`src/rtl/mult_div_if.sv`:
```
// mult_div_if: command/result bundle between Control and the multiply/divide unit.
//   multStart, divStart : one-cycle start pulses from Control
//   a, b                : 32-bit operands (dividend/multiplicand, divisor/multiplier)
//   hi, lo              : result (product [63:32]/[31:0], or remainder/quotient)
//   busy, done, div0    : status; done is a one-cycle pulse, div0 accompanies done
// master = Control side, slave = mult_div side.
interface mult_div_if;
  logic        multStart;
  logic        divStart;
  logic [31:0] a;
  logic [31:0] b;
  logic [31:0] hi;
  logic [31:0] lo;
  logic        busy;
  logic        done;
  logic        div0;

  modport master (
    output multStart, divStart, a, b,
    input  hi, lo, busy, done, div0
  );

  modport slave (
    input  multStart, divStart, a, b,
    output hi, lo, busy, done, div0
  );
endinterface

```
`src/rtl/mult_div.sv`:
```
// mult_div: iterative signed 32x32 multiplier (radix-2 Booth) and optional
// signed restoring divider. Result lands in hi/lo 33 cycles after the start
// is sampled; done pulses for one cycle.
//   clk   : system clock, all state changes on posedge
//   reset : synchronous active-high reset
//   bus   : mult_div_if.slave (multStart, divStart, a, b, hi, lo, busy, done, div0)
// Macro MULT_DIV_DIVIDE_EN: when defined, builds the divider (DIV state,
// divStart handling, div0). When undefined, divStart is ignored and div0 is 0.
module mult_div (
  input  logic      clk,
  input  logic      reset,
  mult_div_if.slave bus
);

  localparam int unsigned XLEN  = 32;
  localparam int unsigned CNT_W = 5;
  localparam logic [CNT_W-1:0] LAST_STEP = CNT_W'(XLEN - 1);

  localparam logic [1:0] S_IDLE = 2'd0;
  localparam logic [1:0] S_MULT = 2'd1;
`ifdef MULT_DIV_DIVIDE_EN
  localparam logic [1:0] S_DIV  = 2'd2;
`endif
  localparam logic [1:0] S_DONE = 2'd3;

  logic [1:0]      state_q, state_d;
  logic [CNT_W-1:0] cnt_q, cnt_d;
  logic            steps_done_q, steps_done_d;  // all 32 steps done; next cycle publishes
  logic [XLEN:0]   acc_hi_q, acc_hi_d;          // Booth A / division partial remainder
  logic [XLEN-1:0] acc_lo_q, acc_lo_d;          // Booth Q / division quotient bits
  logic            acc_x_q, acc_x_d;            // Booth q[-1]
  logic [XLEN-1:0] m_q, m_d;                    // multiplicand, or divisor magnitude
  logic [XLEN-1:0] hi_q, hi_d, lo_q, lo_d;
  logic            busy_q, busy_d, done_q, done_d, div0_q, div0_d;

  // Booth add/subtract followed by arithmetic shift of {A,Q,q-1}
  logic [XLEN:0] m_ext, booth_sum;
  always_comb begin
    m_ext = {m_q[XLEN-1], m_q};
    case ({acc_lo_q[0], acc_x_q})
      2'b01:   booth_sum = acc_hi_q + m_ext;
      2'b10:   booth_sum = acc_hi_q - m_ext;
      default: booth_sum = acc_hi_q;
    endcase
  end

`ifdef MULT_DIV_DIVIDE_EN
  logic            neg_q_q, neg_q_d, neg_r_q, neg_r_d;
  logic [XLEN-1:0] a_mag, b_mag, quot_fix, rem_fix;
  logic [XLEN:0]   rem_sh;
  logic [XLEN+1:0] trial;
  // Restoring step: shift in next dividend bit, subtract if it fits
  always_comb begin
    a_mag    = bus.a[XLEN-1] ? (~bus.a + XLEN'(1)) : bus.a;
    b_mag    = bus.b[XLEN-1] ? (~bus.b + XLEN'(1)) : bus.b;
    rem_sh   = {acc_hi_q[XLEN-1:0], acc_lo_q[XLEN-1]};
    trial    = {1'b0, rem_sh} - {2'b00, m_q};
    quot_fix = neg_q_q ? (~acc_lo_q + XLEN'(1)) : acc_lo_q;
    rem_fix  = neg_r_q ? (~acc_hi_q[XLEN-1:0] + XLEN'(1)) : acc_hi_q[XLEN-1:0];
  end
`else
  logic div_start_unused;
  assign div_start_unused = bus.divStart;
`endif

  // Next-state and datapath control
  always_comb begin
    state_d      = state_q;
    cnt_d        = cnt_q;
    steps_done_d = steps_done_q;
    acc_hi_d     = acc_hi_q;
    acc_lo_d     = acc_lo_q;
    acc_x_d      = acc_x_q;
    m_d          = m_q;
    hi_d         = hi_q;
    lo_d         = lo_q;
    busy_d       = 1'b0;
    done_d       = 1'b0;
    div0_d       = 1'b0;
`ifdef MULT_DIV_DIVIDE_EN
    neg_q_d      = neg_q_q;
    neg_r_d      = neg_r_q;
`endif
    case (state_q)
      S_IDLE: begin
        if (bus.multStart) begin
          m_d          = bus.a;
          acc_hi_d     = '0;
          acc_lo_d     = bus.b;
          acc_x_d      = 1'b0;
          cnt_d        = '0;
          steps_done_d = 1'b0;
          state_d      = S_MULT;
          busy_d       = 1'b1;
        end
`ifdef MULT_DIV_DIVIDE_EN
        else if (bus.divStart) begin
          if (bus.b == '0) begin
            // Divide by zero: report immediately, results untouched
            state_d = S_DONE;
            done_d  = 1'b1;
            div0_d  = 1'b1;
          end else begin
            m_d          = b_mag;
            acc_hi_d     = '0;
            acc_lo_d     = a_mag;
            acc_x_d      = 1'b0;
            neg_q_d      = bus.a[XLEN-1] ^ bus.b[XLEN-1];
            neg_r_d      = bus.a[XLEN-1];
            cnt_d        = '0;
            steps_done_d = 1'b0;
            state_d      = S_DIV;
            busy_d       = 1'b1;
          end
        end
`endif
      end
      S_MULT: begin
        if (steps_done_q) begin
          hi_d    = acc_hi_q[XLEN-1:0];
          lo_d    = acc_lo_q;
          state_d = S_DONE;
          done_d  = 1'b1;
        end else begin
          acc_hi_d     = {booth_sum[XLEN], booth_sum[XLEN:1]};
          acc_lo_d     = {booth_sum[0], acc_lo_q[XLEN-1:1]};
          acc_x_d      = acc_lo_q[0];
          cnt_d        = cnt_q + CNT_W'(1);
          steps_done_d = (cnt_q == LAST_STEP);
          busy_d       = 1'b1;
        end
      end
`ifdef MULT_DIV_DIVIDE_EN
      S_DIV: begin
        if (steps_done_q) begin
          hi_d    = rem_fix;
          lo_d    = quot_fix;
          state_d = S_DONE;
          done_d  = 1'b1;
        end else begin
          if (!trial[XLEN+1]) begin
            acc_hi_d = trial[XLEN:0];
            acc_lo_d = {acc_lo_q[XLEN-2:0], 1'b1};
          end else begin
            acc_hi_d = rem_sh;
            acc_lo_d = {acc_lo_q[XLEN-2:0], 1'b0};
          end
          cnt_d        = cnt_q + CNT_W'(1);
          steps_done_d = (cnt_q == LAST_STEP);
          busy_d       = 1'b1;
        end
      end
`endif
      S_DONE: state_d = S_IDLE;
      default: state_d = S_IDLE;
    endcase
  end

  // State and output registers
  always_ff @(posedge clk) begin
    if (reset) begin
      state_q      <= S_IDLE;
      cnt_q        <= '0;
      steps_done_q <= 1'b0;
      acc_hi_q     <= '0;
      acc_lo_q     <= '0;
      acc_x_q      <= 1'b0;
      m_q          <= '0;
      hi_q         <= '0;
      lo_q         <= '0;
      busy_q       <= 1'b0;
      done_q       <= 1'b0;
      div0_q       <= 1'b0;
`ifdef MULT_DIV_DIVIDE_EN
      neg_q_q      <= 1'b0;
      neg_r_q      <= 1'b0;
`endif
    end else begin
      state_q      <= state_d;
      cnt_q        <= cnt_d;
      steps_done_q <= steps_done_d;
      acc_hi_q     <= acc_hi_d;
      acc_lo_q     <= acc_lo_d;
      acc_x_q      <= acc_x_d;
      m_q          <= m_d;
      hi_q         <= hi_d;
      lo_q         <= lo_d;
      busy_q       <= busy_d;
      done_q       <= done_d;
      div0_q       <= div0_d;
`ifdef MULT_DIV_DIVIDE_EN
      neg_q_q      <= neg_q_d;
      neg_r_q      <= neg_r_d;
`endif
    end
  end

  assign bus.hi   = hi_q;
  assign bus.lo   = lo_q;
  assign bus.busy = busy_q;
  assign bus.done = done_q;
  assign bus.div0 = div0_q;

endmodule

```
`src/flat_wrapper.sv`:
```
// flat-port wrapper written by rule: the top's interface ports become plain ports
module mult_div_flat 
  (clk, reset, bus_multStart, bus_divStart, bus_a, bus_b, bus_hi, bus_lo, bus_busy, bus_done, bus_div0);
  mult_div_if bus_i ();
  input  logic clk;
  input  logic reset;
  input wire logic [$bits(bus_i.multStart)-1:0] bus_multStart;
  input wire logic [$bits(bus_i.divStart)-1:0] bus_divStart;
  input wire logic [$bits(bus_i.a)-1:0] bus_a;
  input wire logic [$bits(bus_i.b)-1:0] bus_b;
  output wire logic [$bits(bus_i.hi)-1:0] bus_hi;
  output wire logic [$bits(bus_i.lo)-1:0] bus_lo;
  output wire logic [$bits(bus_i.busy)-1:0] bus_busy;
  output wire logic [$bits(bus_i.done)-1:0] bus_done;
  output wire logic [$bits(bus_i.div0)-1:0] bus_div0;
  assign bus_i.multStart = bus_multStart;
  assign bus_i.divStart = bus_divStart;
  assign bus_i.a = bus_a;
  assign bus_i.b = bus_b;
  assign bus_hi = bus_i.hi;
  assign bus_lo = bus_i.lo;
  assign bus_busy = bus_i.busy;
  assign bus_done = bus_i.done;
  assign bus_div0 = bus_i.div0;
  mult_div u_core (.clk(clk), .reset(reset), .bus(bus_i));
endmodule
```
`config.mk`:
```
export PLATFORM = sky130hd
export DESIGN_NAME = mult_div_flat
export DESIGN_NICKNAME = d
export VERILOG_FILES = /design/src/rtl/mult_div_if.sv /design/src/rtl/mult_div.sv /design/src/flat_wrapper.sv
export SDC_FILE = /design/constraint.sdc
export NUM_CORES = 1
export LEC_CHECK = 0
export CAP_MARGIN = 10
export CORE_ASPECT_RATIO = 1.4
export CORE_MARGIN = 10
export CORE_UTILIZATION = 55
export CTS_BUF_LIST = sky130_fd_sc_hd__clkbuf_8
export CTS_CLUSTER_SIZE = 25
export DETAILED_ROUTE_END_ITERATION = 8
export PLACE_DENSITY = 0.81
export SLEW_MARGIN = 20
export SYNTH_ARGS = -nofsm -noshare
export SYNTH_HDL_FRONTEND = slang
export SYNTH_SLANG_ARGS = --single-unit
```
`constraint.sdc`:
```
create_clock -name clk -period 6.3 [get_ports clk]
set_clock_uncertainty 0.05 [all_clocks]
set_input_delay 0.945 -clock clk [delete_from_list [all_inputs] [get_ports clk]]
set_output_delay 0.945 -clock clk [all_outputs]
set_load 0.005 [all_outputs]
```
==> flow_summary.html, run 1 <==
<table>
<tr><th>Metric</th><th>Value</th></tr>
<tr><th colspan="2">Clocking</th></tr>
<tr><td>Clock Sink Count</td><td>approximately 170</td></tr>
<tr><td>Count of H-tree levels built during CTS</td><td>4</td></tr>
<tr><td>Longest Clk Path Bufs</td><td>2</td></tr>
<tr><td>Clock latency on the worst-skew pair</td><td>~480 ps</td></tr>
<tr><td>CTS tree</td><td>built</td></tr>
<tr><td>Count of cells resized by post-cts repair</td><td>0</td></tr>
<tr><td>Post-CTS setup repair buffer count</td><td>0</td></tr>
<tr><td>Count of hold-fix buffers inserted at cts</td><td>0</td></tr>
<tr><td>Total CTS buffers</td><td>17</td></tr>
<tr><td>Clock root buffer</td><td>clkbuf_8</td></tr>
<tr><td>Clock-pin slew of the registers on the worst-case setup and hold paths</td><td>about 90 ps</td></tr>
<tr><th colspan="2">Setup path</th></tr>
<tr><td>Setup CP Type</td><td>flop to flop</td></tr>
<tr><td>Startpoint kind of the worst setup timing path</td><td>flop</td></tr>
<tr><td>Depth of the worst register-to-register path</td><td>14</td></tr>
<tr><td>Category of the worst setup path capture point</td><td>flop</td></tr>
<tr><td>Setup slack of the most critical reg-to-reg path</td><td>about 1600 ps</td></tr>
<tr><td>Capture point of the worst reg-to-reg path</td><td>u_core.acc_hi_q[29]</td></tr>
<tr><td>Worst path arrival time</td><td>approximately 5000 ps</td></tr>
<tr><td>Largest fanout on the critical path</td><td>8</td></tr>
<tr><td>Startpoint of the lowest-slack register-to-register path</td><td>u_core.m_q[2]</td></tr>
<tr><td>Critical path data required time</td><td>approximately 6600 ps</td></tr>
<tr><th colspan="2">Synth</th></tr>
<tr><td>Cells taking the most area after synthesis</td><td>dfxtp_1, nand2_1, a21oi_1, ha_1, a222oi_1</td></tr>
<tr><td>Async set-reset flop share out of synthesis</td><td>0%</td></tr>
<tr><td>Avg Cell Area, Syn</td><td>between 7 and 8 sq um</td></tr>
<tr><td>Synth unique cells</td><td>between 60 and 70</td></tr>
<tr><td>Fraction of synthesized cell area taken by the top area cell type</td><td>39.46%</td></tr>
<tr><td>Number of enable flip-flop cells after synthesis</td><td>0</td></tr>
<tr><td>Nets in the synthesized netlist</td><td>roughly 1.2k</td></tr>
<tr><td>YS warnings</td><td>0</td></tr>
<tr><td>Top_reg_cell synth</td><td>dfxtp_1</td></tr>
<tr><td>Synth Cell Area</td><td>0.008676 sq mm</td></tr>
<tr><td>Top-count cell post-synth</td><td>nand2_1</td></tr>
<tr><td>Post-Syn Instances</td><td>between 1k and 1.5k</td></tr>
<tr><td>Top cell type by total area after synthesis</td><td>dfxtp_1</td></tr>
<tr><td>Most instantiated cells after synthesis</td><td>nand2_1, dfxtp_1, a21oi_1</td></tr>
<tr><td>#FFs+latches synth</td><td>171</td></tr>
<tr><td>Proportion of synthesized chip area in sequential cells</td><td>about two fifths</td></tr>
<tr><th colspan="2">Route</th></tr>
<tr><td>Final routed DRC violation total</td><td>0</td></tr>
<tr><td>TritonRoute pass-1 iters</td><td>6</td></tr>
<tr><td>Via Count</td><td>between 8k and 9k</td></tr>
<tr><td>Number of nets with antenna violations after routing</td><td>0</td></tr>
<tr><td>Post-detailed-route via-to-cell ratio</td><td>5.887</td></tr>
<tr><td>Detailed Route Iter0 Violations</td><td>between 600 and 700</td></tr>
<tr><td>WL final</td><td>23400 um</td></tr>
<tr><td>Avg WL per Cell</td><td>approximately 17 um</td></tr>
<tr><th colspan="2">Timing</th></tr>
<tr><td>Tmin final</td><td>4729 ps</td></tr>
<tr><td>Transition time at the pin with the least slew margin</td><td>about 1000 ps</td></tr>
<tr><td>Number of failing setup endpoints in the final timing report</td><td>0</td></tr>
<tr><td>Hold Violations, Final</td><td>0</td></tr>
<tr><td>RSZ-0062 raised after global routing</td><td>no</td></tr>
<tr><td>Maximum clock frequency</td><td>211.5 MHz</td></tr>
<tr><td>Hold slack final</td><td>slightly above 400 ps</td></tr>
<tr><td>Number of max-slew violations in the final report</td><td>0</td></tr>
<tr><td>Final period util</td><td>approximately three quarters</td></tr>
<tr><td>Max-slew headroom at the worst pin</td><td>around 33%</td></tr>
<tr><td>TNS Setup</td><td>0 ps</td></tr>
<tr><th colspan="2">Finish</th></tr>
<tr><td>Area overhead of the layout relative to synthesis</td><td>20.22%</td></tr>
<tr><td>Area of the multi-input gates</td><td>roughly 0.0049 sq mm</td></tr>
<tr><td>Proportion of layout cells with a drive suffix above 1</td><td>between 4 and 5%</td></tr>
<tr><td>Number of antenna repair diodes</td><td>0</td></tr>
<tr><td>Seq. cell area</td><td>approximately 0.0034 sq mm</td></tr>
<tr><td>Total Nets Final</td><td>1297</td></tr>
<tr><td>Filler cells</td><td>roughly 1.3k</td></tr>
<tr><th colspan="2">Min path</th></tr>
<tr><td>Type of the most critical hold path</td><td>flop to flop</td></tr>
<tr><td>Hold Crit Depth</td><td>2</td></tr>
<tr><td>Hold path endpoint</td><td>u_core.bus.hi[17]</td></tr>
<tr><td>Worst min-delay path startpoint</td><td>u_core.bus.hi[17]</td></tr>
<tr><th colspan="2">Global routing</th></tr>
<tr><td>First-pass GRT wire length</td><td>~38000 um</td></tr>
<tr><td>Overall overflow remaining after global route</td><td>0</td></tr>
<tr><td>Largest net degree at the start of global routing</td><td>96</td></tr>
<tr><td>Antenna violations before repair</td><td>0</td></tr>
<tr><td>Total Routing Usage GR</td><td>about a fifth</td></tr>
<tr><td>Number of global-route vias before repair</td><td>approximately 8.0k</td></tr>
<tr><th colspan="2">Power and ir drop</th></tr>
<tr><td>Leakage power figure</td><td>slightly below 4 nW</td></tr>
<tr><td>Total power draw</td><td>between 2 and 2.5 mW</td></tr>
<tr><td>Worst vdd rail ir drop</td><td>about 0.21 mV</td></tr>
<tr><td>Pwr per Cell Area</td><td>approximately 230 mW/mm^2</td></tr>
<tr><th colspan="2">Floorplan</th></tr>
<tr><td>Number of cell rows</td><td>54</td></tr>
<tr><td>DIE HEIGHT</td><td>roughly 170 um</td></tr>
<tr><td>Area enclosed by the die boundary</td><td>between 0.02 and 0.025 sq mm</td></tr>
<tr><td>Starting utilization of the core area</td><td>a little under three fifths</td></tr>
<tr><td>Die span in x</td><td>126.1 um</td></tr>
<tr><td>Count of pins on the block boundary</td><td>135</td></tr>
<tr><td>Std-Cell Core Area</td><td>0.01554 sq mm</td></tr>
<tr><th colspan="2">Outcome</th></tr>
<tr><td>Result of the run</td><td>completed</td></tr>
<tr><th colspan="2">Placed design</th></tr>
<tr><td>Detailed placer's ending HPWL</td><td>approximately 16000 um</td></tr>
<tr><td>Total of buffers placed on input and output ports</td><td>between 100 and 150</td></tr>
<tr><td>Routability congestion estimate from global placement</td><td>0.9139</td></tr>
<tr><th colspan="2">Flow run</th></tr>
<tr><td>Max cap viols</td><td>0</td></tr>
</table>
-- through the flow --
step	instances	util, %	area (sq um)	worst slack (ps)
finish	1401	67.12	10430	1571
global route	1401	67.12	10430	1401
CTS	1401	67.12	10430	1609
detailed placement	1369	64.60	10040	1647
global placement	1369	64.60	10040	1684
floorplan	1106	-	8676	2156
-- cells in the final DEF (no fill, tap or decap), types with 5 or more instances in the layout --
cell type	n
a222oi_1	43
a21oi_1	149
o22ai_1	6
nor3_1	22
buf_4	9
a21o_1	19
o21ai_0	30
clkdlybuf4s50_1	131
a22oi_1	19
o211ai_1	5
a31oi_1	9
nand2_1	230
xnor2_1	44
o31ai_1	5
a211o_1	6
xor2_1	12
and3_1	6
dfxtp_1	171
nand2b_1	11
clkbuf_8	17
ha_1	36
inv_1	18
o21bai_1	8
nand4_1	9
nor2_1	103
nor2b_1	6
nand3_1	6
-- sequential cells by signal (all words and copies together) (netlist names) --
| signal | cells |
|---|---|
| u_core.m_q | 32 |
| u_core.acc_lo_q | 32 |
| u_core.bus.done | 1 |
| u_core.state_q | 2 |
| u_core.steps_done_q | 1 |
| u_core.bus.lo | 32 |
| u_core.acc_x_q | 1 |
| u_core.acc_hi_q | 32 |
| u_core.bus.busy | 1 |
| u_core.bus.hi | 32 |
| u_core.cnt_q | 5 |
-- critical path, stage by stage (launching register included) --
cell      delay [ps]
dfxtp_1          360
or3_1            480
or4_1            490
nor3_2           540
a21oi_1          160
xnor2_1          170
ha_1             450
nand2_1          140
nor2_1           150
inv_1             50
o31ai_1          620
a21oi_1          240
a211oi_1         390
xnor2_1          180
o22ai_1          100
-- layer usage --
| layer | part of all wire, % | global-route usage (%) | vias to the layer above |
|---|---|---|---|
| met2 | 51 | 38.14 | 233 |
| met5 | 0 | 0 | - |
| met1 | 39 | 22.70 | 3877 |
| met3 | 7.8 | 7.284 | 41 |
| li1 | - | - | 4096 |
| met4 | 2.4 | 7.643 | 0 |
-- worst max-delay path by stage --
stage,start,to,depth (start not counted)
after floorplan,u_core.m_q[2],u_core.acc_hi_q[30],14
after global placement,u_core.m_q[2],u_core.acc_hi_q[30],13
after detailed placement,u_core.m_q[2],u_core.acc_hi_q[30],13
after CTS,u_core.m_q[2],u_core.acc_hi_q[30],13
after global routing,u_core.m_q[2],u_core.acc_hi_q[30],13
final,u_core.m_q[2],u_core.acc_hi_q[29],14
-- where the power goes --
group / leakage, nW / internal (mW) / switching (mW)
clock: 0.196 / 0.328 / 0.448
combinational: 2.35 / 0.217 / 0.299
sequential: 1.39 / 1.11 / 0.0369
total: 3.94 / 1.66 / 0.784
-- area by class of cell --
class | instances | share of cell area, %
Timing Repair Buffer | 140 | 13.22
Clock buffer | 17 | 2.243
Clock inverter | 15 | 1.512
Sequential cell | 171 | 32.82
Tap cell | 196 | 2.351
Multi-Input combinational cell | 844 | 47.20
Inverter | 18 | 0.6478
-- logic make-up (layout without fill, tap and decap cells) --
group	count (synthesis)	count (layout)	synth area share, %
AOI/OAI and AO/OA	320	320	23.84
xor gates and xnor gates	56	56	5.653
adders and majority gates	37	37	5.423
buffers and inverters	91	190	3.995
DFF	171	171	39.46
muxes	4	4	0.4615
other	1	1	0.04322
and+or+nand+nor	426	426	21.13
Note: power is estimated with default switching activity, not from simulation.
==> inputs of run 2 (changes only) <==
Clock period 6.3 ns to 4.6 ns, I/O delays scaled along.
==> run 2 against run 1 <==
Net effect: core utilization grew 1.1 points; routed wire length is 2.1% higher; global-route usage increased by 0.086 points; power increased by 41%; via count is 0.75% higher; register-to-register slack got worse by 1200 ps; sequential share of layout area shrank 0.55 points; worst setup slack worse by 1200 ps; critical path depth did not move; flip-flop and latch count is the same.
==> flow_summary.html, run 2 (synthesis results as in run 1) <==
<table>
<tr><th>Metric</th><th>Value</th></tr>
<tr><th colspan="2">Setup path</th></tr>
<tr><td>Worst path arrival time</td><td>4580 ps (-430 ps)</td></tr>
<tr><td>Setup CP Type</td><td>flop to flop</td></tr>
<tr><td>Startpoint of the lowest-slack register-to-register path</td><td>u_core.m_q[6]</td></tr>
<tr><td>CP peak stage delay</td><td>600 ps (-20 ps)</td></tr>
<tr><td>Setup slack of the most critical reg-to-reg path</td><td>340 ps (-1230 ps)</td></tr>
<tr><td>Most frequent CP cell</td><td>a21oi_1</td></tr>
<tr><td>Startpoint kind of the worst setup timing path</td><td>flop</td></tr>
<tr><td>Critical path data required time</td><td>4920 ps (-1660 ps)</td></tr>
<tr><td>Ordered list of cells on the worst path</td><td>or4_4 -&gt; nor4_4 -&gt; buf_4 -&gt; a21oi_1 -&gt; xnor2_1 -&gt; ha_1 -&gt; a21o_1 -&gt; a21oi_1 -&gt; nor3b_1 -&gt; or4b_1 -&gt; o211a_1 -&gt; or2_1 -&gt; a31o_1 -&gt; a211o_1</td></tr>
<tr><td>Slowest cell on crit path</td><td>or4_4</td></tr>
<tr><td>Largest fanout on the critical path</td><td>9 (+1)</td></tr>
<tr><td>Critical path startpoint</td><td>u_core.m_q[6]</td></tr>
<tr><td>Category of the worst setup path capture point</td><td>flop</td></tr>
<tr><th colspan="2">Route</th></tr>
<tr><td>Detailed Route Iter0 Violations</td><td>692 (+3.9%)</td></tr>
<tr><td>Final routed DRC violation total</td><td>0 (unchanged)</td></tr>
<tr><td>WL final</td><td>23900 um (+2.1%)</td></tr>
<tr><td>Post-detailed-route via-to-cell ratio</td><td>5.856 (-0.53%)</td></tr>
<tr><td>Via Count</td><td>8309 (+0.75%)</td></tr>
<tr><td>Avg WL per Cell</td><td>16.84 um (+0.82%)</td></tr>
<tr><td>Number of nets with antenna violations after routing</td><td>0 (unchanged)</td></tr>
<tr><td>TritonRoute pass-1 iters</td><td>5 (-1)</td></tr>
<tr><th colspan="2">Power and ir drop</th></tr>
<tr><td>Net switching fraction of the power</td><td>32.77% (+0.67 points)</td></tr>
<tr><td>Proportion of power drawn by combinational gates</td><td>21.4% (+0.3 points)</td></tr>
<tr><td>Switching pwr</td><td>1.129 mW (+44%)</td></tr>
<tr><td>Sequential share of power</td><td>45.7% (-1.4 points)</td></tr>
<tr><td>Leakage power figure</td><td>4.043 nW (+2.7%)</td></tr>
<tr><td>Internal power component</td><td>2.317 mW (+40%)</td></tr>
<tr><td>Pwr per Cell Area</td><td>324.9 mW/mm^2 (+39%)</td></tr>
<tr><td>Fraction of power consumed by the clock network</td><td>32.9% (+1.1 points)</td></tr>
<tr><td>Worst vdd rail ir drop</td><td>0.2458 mV (+17%)</td></tr>
<tr><th colspan="2">Finish</th></tr>
<tr><td>Proportion of layout cells with a drive suffix above 1</td><td>5.969% (+1.4 points)</td></tr>
<tr><td>Area overhead of the layout relative to synthesis</td><td>22.25%</td></tr>
<tr><td>Seq. cell area</td><td>0.003423 sq mm (unchanged)</td></tr>
<tr><td>Finished Core Util</td><td>68.25% (+1.1 points)</td></tr>
<tr><td>Total Nets Final</td><td>1315 (+1.4%)</td></tr>
<tr><td>Filler cells</td><td>1327 (-0.52%)</td></tr>
<tr><td>Leading cell types in the layout, fill and taps excluded</td><td>nand2_1, dfxtp_1, a21oi_1</td></tr>
<tr><td>Area of the multi-input gates</td><td>0.004923 sq mm (unchanged)</td></tr>
<tr><td>Number of antenna repair diodes</td><td>0 (unchanged)</td></tr>
<tr><td>Most frequent standard cell in the layout excluding fill and tap cells</td><td>nand2_1</td></tr>
<tr><th colspan="2">Floorplan</th></tr>
<tr><td>Area enclosed by the die boundary</td><td>0.02127 sq mm (unchanged)</td></tr>
<tr><td>Number of cell rows</td><td>54 (unchanged)</td></tr>
<tr><td>Starting utilization of the core area</td><td>55.83% (unchanged)</td></tr>
<tr><td>DIE HEIGHT</td><td>168.6 um (unchanged)</td></tr>
<tr><td>Count of pins on the block boundary</td><td>135 (unchanged)</td></tr>
<tr><td>Std-Cell Core Area</td><td>0.01554 sq mm (unchanged)</td></tr>
<tr><td>Die span in x</td><td>126.1 um (unchanged)</td></tr>
<tr><th colspan="2">Placed design</th></tr>
<tr><td>Detailed placer's ending HPWL</td><td>16680 um (+2.1%)</td></tr>
<tr><td>Total of buffers placed on input and output ports</td><td>132 (unchanged)</td></tr>
<tr><td>Routability congestion estimate from global placement</td><td>0.9010 (-1.4%)</td></tr>
<tr><th colspan="2">Global routing</th></tr>
<tr><td>Number of global-route vias before repair</td><td>7937 (-0.41%)</td></tr>
<tr><td>Largest net degree at the start of global routing</td><td>82 (-15%)</td></tr>
<tr><td>Overall overflow remaining after global route</td><td>0 (unchanged)</td></tr>
<tr><td>Total Routing Usage GR</td><td>21.43% (+0.086 points)</td></tr>
<tr><td>First-pass GRT wire length</td><td>38270 um (+0.33%)</td></tr>
<tr><td>Antenna violations before repair</td><td>0 (unchanged)</td></tr>
<tr><th colspan="2">Timing</th></tr>
<tr><td>Max-slew headroom at the worst pin</td><td>32.34% (-0.52 points)</td></tr>
<tr><td>Final period util</td><td>92.64% (+18 points)</td></tr>
<tr><td>Number of max-slew violations in the final report</td><td>0 (unchanged)</td></tr>
<tr><td>TNS Setup</td><td>0 ps (unchanged)</td></tr>
<tr><td>Transition time at the pin with the least slew margin</td><td>1014 ps (+7.806 ps)</td></tr>
<tr><td>Hold Violations, Final</td><td>0 (unchanged)</td></tr>
<tr><td>Number of failing setup endpoints in the final timing report</td><td>0 (unchanged)</td></tr>
<tr><td>Maximum clock frequency</td><td>234.7 MHz (+11%)</td></tr>
<tr><td>RSZ-0062 raised after global routing</td><td>no</td></tr>
<tr><td>Tmin final</td><td>4261 ps (-467.1 ps)</td></tr>
<tr><th colspan="2">Clocking</th></tr>
<tr><td>Count of hold-fix buffers inserted at cts</td><td>0 (unchanged)</td></tr>
<tr><td>Count of cells resized by post-cts repair</td><td>0 (unchanged)</td></tr>
<tr><td>Clock latency on the worst-skew pair</td><td>480 ps (about the same)</td></tr>
<tr><td>Longest Clk Path Bufs</td><td>2 (unchanged)</td></tr>
<tr><td>Clock Sink Count</td><td>171 (unchanged)</td></tr>
<tr><td>Clock root buffer</td><td>clkbuf_8</td></tr>
<tr><td>Count of H-tree levels built during CTS</td><td>4 (unchanged)</td></tr>
<tr><td>Clock-pin slew of the registers on the worst-case setup and hold paths</td><td>110 ps (+20 ps)</td></tr>
<tr><td>Post-CTS setup repair buffer count</td><td>0 (unchanged)</td></tr>
<tr><td>Total CTS buffers</td><td>17 (unchanged)</td></tr>
<tr><td>CTS tree</td><td>built</td></tr>
<tr><th colspan="2">Flow run</th></tr>
<tr><td>Max cap viols</td><td>0 (unchanged)</td></tr>
<tr><th colspan="2">Outcome</th></tr>
<tr><td>Result of the run</td><td>completed</td></tr>
<tr><th colspan="2">Min path</th></tr>
<tr><td>Type of the most critical hold path</td><td>flop to flop</td></tr>
<tr><td>Worst min-delay path startpoint</td><td>u_core.bus.hi[7]</td></tr>
</table>
## run 2: cell types whose count changed in the layout (fill, tap and decap cells not counted)
| cell | change |
|---|---|
| buf_4 | +18 |
| inv_8 | +1 |
| clkinvlp_4 | -1 |
| clkinv_8 | +4 |
| clkinv_2 | -2 |
| clkinv_4 | -2 |
## run 2: worst paths after layout
check | cells past startpoint | to
max reg2reg | 14 | u_core.acc_hi_q[30]
min | 2 | u_core.bus.hi[7]
min reg2reg | 2 | u_core.bus.hi[7]
max | 14 | u_core.acc_hi_q[30]
## run 2: critical path: cells and delay by family (launching register included)
kind / cells / cell delay (ps)
XOR/XNOR: 1 / 240
buffers and inverters: 1 / 250
adder cells (fa/ha/maj): 1 / 330
flip-flops: 1 / 380
AND/OR/NAND/NOR: 5 / 1680
AO/OA/AOI/OAI: 6 / 1220
## run 2: power by group through the flow
stage	Clock, mW	Sequential [mW]	Combinational [mW]
after floorplan	0	1.59	0.523
after global placement	0	1.61	0.714
after detailed placement	0	1.61	0.724
after CTS	1.14	1.58	0.733
after global routing	1.20	1.58	0.815
final	1.13	1.58	0.737
## run 2: layer usage
metal  track usage [%]  vias up  part of all wire [%]
li1                  -     4131                     -
met1             22.49     3922                    39
met2             38.52      215                    51
met3             7.127       41                   6.9
met4             8.238        0                   2.8
met5                 0        -                     0
## run 2: stage by stage
step / area, sq um / instances / total power [mW] / hold slack (ps) / worst slack (ps)
after floorplan: 8676 / 1106 / 2.118 / 393.9 / 455.7
after global placement: 10170 / 1387 / 2.321 / 390.3 / 441.8
final: 10610 / 1419 / 3.446 / 406.9 / 338.5
after global routing: 10610 / 1419 / 3.595 / 427.4 / 186.1
after detailed placement: 10170 / 1387 / 2.334 / 395.3 / 409.0
after CTS: 10610 / 1419 / 3.452 / 409.2 / 394.8
## run 2: area by class of cell
| cell class | count | area share (%) |
|---|---|---|
| timing repair buffer | 158 | 14.27 |
| multi-input combinational | 844 | 46.42 |
| clock inverter | 15 | 1.876 |
| tap | 196 | 2.312 |
| inverter | 18 | 0.6370 |
| clock buffer | 17 | 2.206 |
| sequential | 171 | 32.28 |
